**src/rtl/window_seq.sv**
```systemverilog
// Raster-scan sequencer for a 3x3 sobel window: issues image ROM reads under
// downstream back-pressure and tracks row/col of each returned pixel.
module window_seq #(
    parameter int IMG_W  = 128,
    parameter int IMG_H  = 96,
    parameter int ADDR_W = 14,
    localparam int CW    = $clog2(IMG_W),
    localparam int RW    = $clog2(IMG_H)
) (
    input  logic              clk,
    input  logic              rst,
    input  logic              start,
    input  logic              abort,
    input  logic              ready,
    output logic              rom_en,
    output logic [ADDR_W-1:0] rom_addr,
    output logic              pix_we,
    output logic [RW-1:0]     pix_row,
    output logic [CW-1:0]     pix_col,
    output logic              win_valid,
    output logic              busy,
    output logic              frame_done,
    output logic [1:0]        dbg_state
);

    typedef enum logic [1:0] {
        S_IDLE  = 2'd0,
        S_RUN   = 2'd1,
        S_FLUSH = 2'd2,
        S_DONE  = 2'd3
    } state_t;

    localparam logic [CW-1:0] COL_LAST = CW'(IMG_W - 1);
    localparam logic [RW-1:0] ROW_LAST = RW'(IMG_H - 1);

    state_t              state_q, state_d;
    logic [ADDR_W-1:0]   addr_q, addr_d;
    logic [RW-1:0]       row_q, row_d;
    logic [CW-1:0]       col_q, col_d;
    logic                pix_we_q, pix_we_d;
    logic [RW-1:0]       pix_row_q, pix_row_d;
    logic [CW-1:0]       pix_col_q, pix_col_d;
    logic                rd_issue;
    logic                last_rd;

    // Handshake: a read is issued on every RUN cycle where ready=1 and no abort;
    // its pixel appears one cycle later on pix_we whatever ready does then.
    assign rd_issue = (state_q == S_RUN) && ready && !abort;
    assign last_rd  = rd_issue && (row_q == ROW_LAST) && (col_q == COL_LAST);

    always_comb begin
        state_d   = state_q;
        addr_d    = addr_q;
        row_d     = row_q;
        col_d     = col_q;
        pix_we_d  = rd_issue;
        pix_row_d = pix_row_q;
        pix_col_d = pix_col_q;

        if (rd_issue) begin
            pix_row_d = row_q;
            pix_col_d = col_q;
            addr_d    = addr_q + ADDR_W'(1);
            if (col_q == COL_LAST) begin
                col_d = '0;
                row_d = row_q + RW'(1);
            end else begin
                col_d = col_q + CW'(1);
            end
        end

        case (state_q)
            S_IDLE: begin
                if (start) begin
                    state_d = S_RUN;
                    addr_d  = '0;
                    row_d   = '0;
                    col_d   = '0;
                end
            end
            S_RUN:   if (last_rd) state_d = S_FLUSH;
            S_FLUSH: state_d = S_DONE;
            S_DONE:  state_d = S_IDLE;
            default: state_d = S_IDLE;
        endcase

        // Abort beats start and kills any pixel that would land next cycle.
        if (abort) begin
            state_d  = S_IDLE;
            pix_we_d = 1'b0;
        end
    end

    always_ff @(posedge clk or posedge rst) begin
        if (rst) begin
            state_q   <= S_IDLE;
            addr_q    <= '0;
            row_q     <= '0;
            col_q     <= '0;
            pix_we_q  <= 1'b0;
            pix_row_q <= '0;
            pix_col_q <= '0;
        end else begin
            state_q   <= state_d;
            addr_q    <= addr_d;
            row_q     <= row_d;
            col_q     <= col_d;
            pix_we_q  <= pix_we_d;
            pix_row_q <= pix_row_d;
            pix_col_q <= pix_col_d;
        end
    end

    assign rom_en     = rd_issue;
    assign rom_addr   = addr_q;
    assign pix_we     = pix_we_q;
    assign pix_row    = pix_row_q;
    assign pix_col    = pix_col_q;
    assign win_valid  = pix_we_q && (pix_row_q >= RW'(2)) && (pix_col_q >= CW'(2));
    assign busy       = (state_q == S_RUN) || (state_q == S_FLUSH);
    assign frame_done = (state_q == S_DONE);
    assign dbg_state  = state_q;

endmodule
```
**config.mk**
```make
export PLATFORM = sky130hd
export DESIGN_NAME = window_seq
export DESIGN_NICKNAME = d
export VERILOG_FILES = /design/src/rtl/window_seq.sv
export SDC_FILE = /design/constraint.sdc
export NUM_CORES = 1
export LEC_CHECK = 0
export ABC_AREA = 1
export BUFFER_PORTS_ARGS = -buffer_cell sky130_fd_sc_hd__buf_2
export CAP_MARGIN = 20
export CORE_MARGIN = 5
export CORE_UTILIZATION = 52
export CTS_BUF_LIST = sky130_fd_sc_hd__clkbuf_4 sky130_fd_sc_hd__clkbuf_8
export DETAILED_ROUTE_END_ITERATION = 12
export GPL_TIMING_DRIVEN = 1
export MAX_ROUTING_LAYER = met4
export PLACE_DENSITY = 0.78
export SLEW_MARGIN = 30
export SYNTH_ARGS = -nofsm -noshare
export SYNTH_HDL_FRONTEND = slang
export SYNTH_SLANG_ARGS = --single-unit
```
**constraint.sdc**
```tcl
create_clock -name clk -period 1.4 [get_ports clk]
set_input_delay 0.07 -clock clk [delete_from_list [all_inputs] [get_ports clk]]
set_output_delay 0.07 -clock clk [all_outputs]
set_load 0.005 [all_outputs]
```
==> results of run 1 <==
## kinds of logic after synthesis
logic type,count (synthesis),share of synthesized area
flip-flops,45,0.5045
XOR/XNOR,8,0.03139
AND/OR/NAND/NOR,151,0.2976
buffers and inverters,39,0.06783
adder cells (fa/ha/maj),7,0.03924
AO/OA/AOI/OAI,26,0.05942
## cell type report
type / instances / share of cell area
multi-input cells: 192 / 0.3817
repair buffers: 68 / 0.1506
clock buffers: 8 / 0.03029
flip-flops and latches: 45 / 0.3734
inverters: 34 / 0.04315
well taps: 50 / 0.02075
## what timing repair did
item / 4_1_cts / 5_1_grt
gates resized for setup: 16 / 41
hold buffers: 1 / 0
pin swaps: 4 / 20
endpoints found under the setup margin: 24 / 35
hold endpoints to repair: 45 / 0
buffers inserted: 3 / 5
gates cloned: 0 / 0
## metal layers
metal  GRT usage  up-vias  share of wire
li1            -     1010              -
met1      0.2432      946           0.45
met2      0.3327       45           0.49
met3     0.03562        6          0.045
met4     0.07379        0          0.014
met5           -        -              0
## state kept, by name (all words and copies together), names as in the netlist
name and flops:
dbg_state 2, col_q 7, pix_we 1, row_q 7
rom_addr 14, pix_row 7, pix_col 7
## power groups by stage
| stage | Clock [mW] | Combinational (mW) | Sequential, mW |
|---|---|---|---|
| after floorplan | 0 | 0.489 | 1.55 |
| after global placement | 0 | 0.925 | 1.52 |
| after detailed placement | 0 | 0.954 | 1.53 |
| after CTS | 0.849 | 1.02 | 1.50 |
| after global routing | 0.892 | 1.29 | 1.53 |
| final | 0.831 | 1.15 | 1.52 |
## worst max-delay path, delay by kind of cell, from the launching register on
family | cells | cell delay (ns)
buffers and inverters | 2 | 0.25
and+or+nand+nor | 7 | 0.58
DFF | 1 | 0.39
adders and majority gates | 1 | 0.16
## worst paths after layout
check	endpoint	from	slack (ns)	cells after the start
setup / recovery	dbg_state[0]$_DFFE_PP0P_	dbg_state[1]$_DFFE_PP0P_	-0.08	10
hold / removal	rom_addr[8]$_DFF_PP0_	start	0.12	4
setup reg to reg	dbg_state[0]$_DFFE_PP0P_	dbg_state[1]$_DFFE_PP0P_	-0.08	10
hold reg to reg	pix_col[0]$_DFFE_PP0N_	pix_col[0]$_DFFE_PP0N_	0.48	2
max in group asynchronous	col_q[3]$_DFF_PP0_	rst	0.84	4
min in group asynchronous	pix_row[3]$_DFFE_PP0N_	rst	0.35	4
## Yosys cell counts (all sizes together)
master  count  area [µm²]
nand2      72       272.8
nor2       49       206.5
dfrtp      45        1126
inv        32       120.1
nand3      17       95.09
o21ai      17       85.08
a21oi       8       40.04
ha          7       87.58
xor2        7       61.31
nand4       5       46.29
nor3        5       25.02
buf         4       20.02
clkinv      2       7.510
nor4        2       12.51
clkbuf      1       3.750
o21bai      1       7.510
or2         1       6.260
xnor2       1       8.760
## layout by cell type, fill, tap and decap left out, drive strengths merged
cell type     n
dfrtp        45
dlygate4sd3   1
nor2         49
xor2          7
a21oi         8
nand3        17
or2           1
clkbuf        8
o21ai        17
nand2        72
buf          67
nor3          5
xnor2         1
o21bai        1
nor4          2
inv          31
clkinv        3
ha            7
nand4         5
==> impl_metrics.tcl, run 1 <==
set metrics [dict create \
    syn_area_per_cell_um2 8.087 \
    startpoint_type "flip-flop" \
    finalHoldViolations 0 \
    gp_congestion 0.8259 \
    start_util 0.5462 \
    post-route-util 0.7379 \
    clk_pin_slew_ns 0.08 \
    worstSetupPathType "reg -> reg" \
    placed_area_um2 2656 \
    post_drt_via_cell_ratio 5.055 \
    setup-violations-final 13 \
    grt_max_degree 46 \
    routedWlPerCell_um 12.96 \
    via_count 2007 \
    drtPass1Iterations 4 \
    hold_class "in -> reg" \
    ys_seq_area_frac 0.5045 \
    finalCritPeriodShare 1.054 \
    p_comb_frac 0.329 \
    internal_power_mw 2.373 \
    dp_slack_ns -0.1044 \
    port_buffers 39 \
    drt-initial-drc-count 122 \
    final_area_um2 3015 \
    post-route-min-period_ns 1.476 \
    multiInputGateArea_um2 1151 \
    cpMostUsedCell "nand2_2" \
    synth_cell_type_count 24 \
    finalNonFillerCells 397 \
    dp_hpwl_mm 3.583 \
    clock_latency_ns 0.29 \
    syn2layout_area_growth_pct 35.09 \
    drive_gt1_frac 0.3487 \
    drc 0 \
    die_w_um 75.52 \
    cts-root-buf "clkbuf_8" \
    maxCapViolCount 0 \
    cts_tree "done" \
    cp_data_arrival_time_ns 1.67 \
    antenna_left 0 \
    p_leak_nw 1.568 \
    slew_headroom 0.7949 \
    path_cells "inv_2 > ha_4 > nand3_4 > buf_6 > nor2_4 > nand3_2 > nand2_2 > nand2_2 > nand3_2 > nand2_2" \
    place_inst 380 \
    switching_share 0.3213 \
    antenna_found_initial 0 \
    dieArea_um2 5703 \
    antennaDiodeCount 0 \
    rows 23 \
    die-height_um 75.52 \
    yosys_warnings 0 \
    grt_pass1_vias 1977 \
    pin_count 40 \
    p_per_area_nw_per_um2 1160 \
    peakVddDrop_v 0.0009870 \
    seq_area_um2 1126 \
    ys_ff_latch 45 \
    crit_fanout 4 \
    cp.required_ns 1.59 \
    layout_setup_ws_ns -0.07602 \
    grt_usage 0.2000 \
    rsz0062_at_grt "yes" \
    max_stage_delay_ns 0.39 \
    fmax_mhz 677.5 \
    clkPwrFrac 0.238 \
    outcome "finished with violations" \
    report.final.slew_viol_count 0 \
    syn-instance-count 276 \
    design.core.area_um2 4086 \
    wirelength_mm 5.145 \
    crit_path_end_kind "flip-flop" \
    final_nets 358 \
    overflow 0 \
    skew_ns 0.003712 \
    cp_slowest_cell "dfrtp_1" \
    violations "setup timing" \
    p_switching_mw 1.123 \
    power_mw 3.497 \
    htree_levels 2 \
    synth_nets 288 \
    cts_max_path_buffers 2 \
    pwr-share-seq 0.433 \
    grt_pass1_wl_mm 8.438 \
    nFillCells 310 \
    syn_area_um2 2232 \
    cts_num_sinks 45 \
    cts_buffers 5 \
    whs_ns 0.1183 \
    setup_tns_ns -0.5200 \
    tightest_slew_ns 0.3049 \
]
Note: power is estimated with default switching activity, not from simulation.
==> run 2: changes to the inputs <==
clock period = 1.3 ns   (was 1.4 ns; I/O delays follow)
==> run 2 against run 1 <==
Effect of this change: the run still ends with setup timing left; combinational power up 26%; clock power up 9.0%; hold slack better by 0.021 ns; die area unchanged; via count up 6.2%; non-clock buffer count up 15; critical endpoint is now col_q[5]$_DFF_PP0_.
==> impl_metrics.tcl, run 2 (synthesized netlist as in run 1, its figures left out) <==
set metrics [dict create \
    outcome "finished with violations" \
    violations "setup timing" \
    skew_ns 0.005261 \
    power_mw 3.981 \
    hold_depth 4 \
    cts_max_path_buffers 2 \
    final_common_cell "nand2_1" \
    dieArea_um2 5703 \
    grt_max_degree 26 \
    cts_tree "done" \
    grt_usage 0.2172 \
    rr_endpoint "col_q[5]$_DFF_PP0_" \
    post-route-util 0.7462 \
    worstSetupPathType "reg -> reg" \
    antenna_left 0 \
    drt-initial-drc-count 180 \
    wirelength_mm 5.833 \
    rows 23 \
    grt_pass1_vias 2143 \
    reg2reg_slack_ns -0.28 \
    syn2layout_area_growth_pct 36.60 \
    routedWlPerCell_um 14.16 \
    clock_latency_ns 0.30 \
    finalNonFillerCells 412 \
    cp_data_arrival_time_ns 1.77 \
    final_cell_mix "nand2_1 (66), dfrtp_1 (44), nor2_1 (39), buf_2 (38), buf_4 (36)" \
    start_util 0.5462 \
    overflow 0 \
    htree_levels 2 \
    clk_pin_slew_ns 0.08 \
    rsz0062_at_grt "yes" \
    dp_hpwl_mm 3.833 \
    finalHoldViolations 0 \
    startpoint_type "flip-flop" \
    layout_setup_ws_ns -0.2839 \
    largest_reg_flops 14 \
    via_count 2132 \
    gp_congestion 0.8488 \
    cp.required_ns 1.49 \
    die-height_um 75.52 \
    drtPass1Iterations 4 \
    peakVddDrop_v 0.001089 \
    maxCapViolCount 0 \
    cts_buffers 5 \
    p_leak_nw 1.634 \
    cts-root-buf "clkbuf_8" \
    finalCritPeriodShare 1.218 \
    design.core.area_um2 4086 \
    pin_count 40 \
    drc 0 \
    cts_num_sinks 45 \
    post_drt_via_cell_ratio 5.175 \
    hp-start "abort" \
    antenna_found_initial 0 \
    nFillCells 296 \
    antennaDiodeCount 0 \
    slew_headroom 0.7155 \
    fmax_mhz 631.4 \
    setup-violations-final 47 \
    final_nets 373 \
    whs_ns 0.1389 \
    min_to "dbg_state[1]$_DFFE_PP0P_" \
    grt_pass1_wl_mm 9.273 \
    hold_class "in -> reg" \
    tightest_slew_ns 0.4241 \
    place_inst 390 \
    post-route-min-period_ns 1.584 \
    crit_fanout 6 \
    r2r_cells 9 \
    reg2reg_from "dbg_state[1]$_DFFE_PP0P_" \
    drive_gt1_frac 0.3343 \
    report.final.slew_viol_count 0 \
    crit_path_end_kind "flip-flop" \
    die_w_um 75.52 \
    p_per_area_nw_per_um2 1305 \
    port_buffers 39 \
]
[run 2: changes by cell type in the layout (fill, tap and decap cells not counted), sizes merged]
cell,change
buf,+15
clkbuf,-2
clkinv,+1
inv,+1
[run 2: area by class of cell]
cell class | instances | area (µm²) | share of cell area
multi-input combinational | 192 | 1060 | 0.3476
clock buffer | 6 | 82.58 | 0.02708
sequential | 45 | 1127 | 0.3697
clock inverter | 2 | 13.76 | 0.004514
tap | 50 | 62.56 | 0.02052
timing repair buffer | 83 | 573.1 | 0.1879
inverter | 34 | 130.1 | 0.04268
[run 2: report_power, final]
group	total (mW)	switching, mW	leakage, nW	internal (mW)
logic	1.45	0.703	0.960	0.743
registers	1.63	0.107	0.623	1.52
clock network	0.906	0.475	0.0512	0.431
total	3.98	1.29	1.63	2.70
[run 2: worst max path at each step]
stage | start | endpoint | slack [ns]
finish | dbg_state[1]$_DFFE_PP0P_ | col_q[5]$_DFF_PP0_ | -0.28
global route | dbg_state[1]$_DFFE_PP0P_ | rom_addr[12]$_DFF_PP0_ | -0.35
CTS | dbg_state[1]$_DFFE_PP0P_ | col_q[5]$_DFF_PP0_ | -0.17
detailed placement | dbg_state[1]$_DFFE_PP0P_ | col_q[5]$_DFF_PP0_ | -0.18
global placement | dbg_state[1]$_DFFE_PP0P_ | rom_addr[2]$_DFF_PP0_ | -0.14
floorplan | dbg_state[1]$_DFFE_PP0P_ | col_q[5]$_DFF_PP0_ | -0.17
[run 2: critical path, stage by stage, from the launching register on]
cell and delay [ns]:
dfrtp_1 0.40, inv_2 0.08, ha_4 0.16, nand2_4 0.06
nor2_4 0.20, nand2_1 0.14, nor2_2 0.13, nand2_1 0.09
o21bai_1 0.17, nor2_1 0.05
[run 2: metal layers]
layer | GRT usage | up-vias | part of all wire | routed length [µm]
met2 | 0.3835 | 58 | 0.53 | 3111
met1 | 0.2572 | 1029 | 0.41 | 2396
met4 | 0.06602 | 0 | 0.013 | 75
met5 | - | - | 0 | 0
li1 | - | 1037 | - | -
met3 | 0.02902 | 8 | 0.043 | 250
[run 2: timing repair]
item                                    CTS  global route
resized for setup                        13            17
cloned                                    0             0
hold endpoints to repair                 30             0
endpoints found under the setup margin   42            47
hold buffers                              1             0
pin swaps                                 8             5
buffers inserted                         10             4
[run 2: through the flow]
step	TNS [ns]	area (µm²)	setup slack, ns
floorplan	-1.585	2271	-0.1676
CTS	-3.361	2968	-0.1689
detailed placement	-3.582	2735	-0.1849
global route	-9.561	3049	-0.3522
global placement	-2.486	2735	-0.1386
finish	-6.008	3049	-0.2839
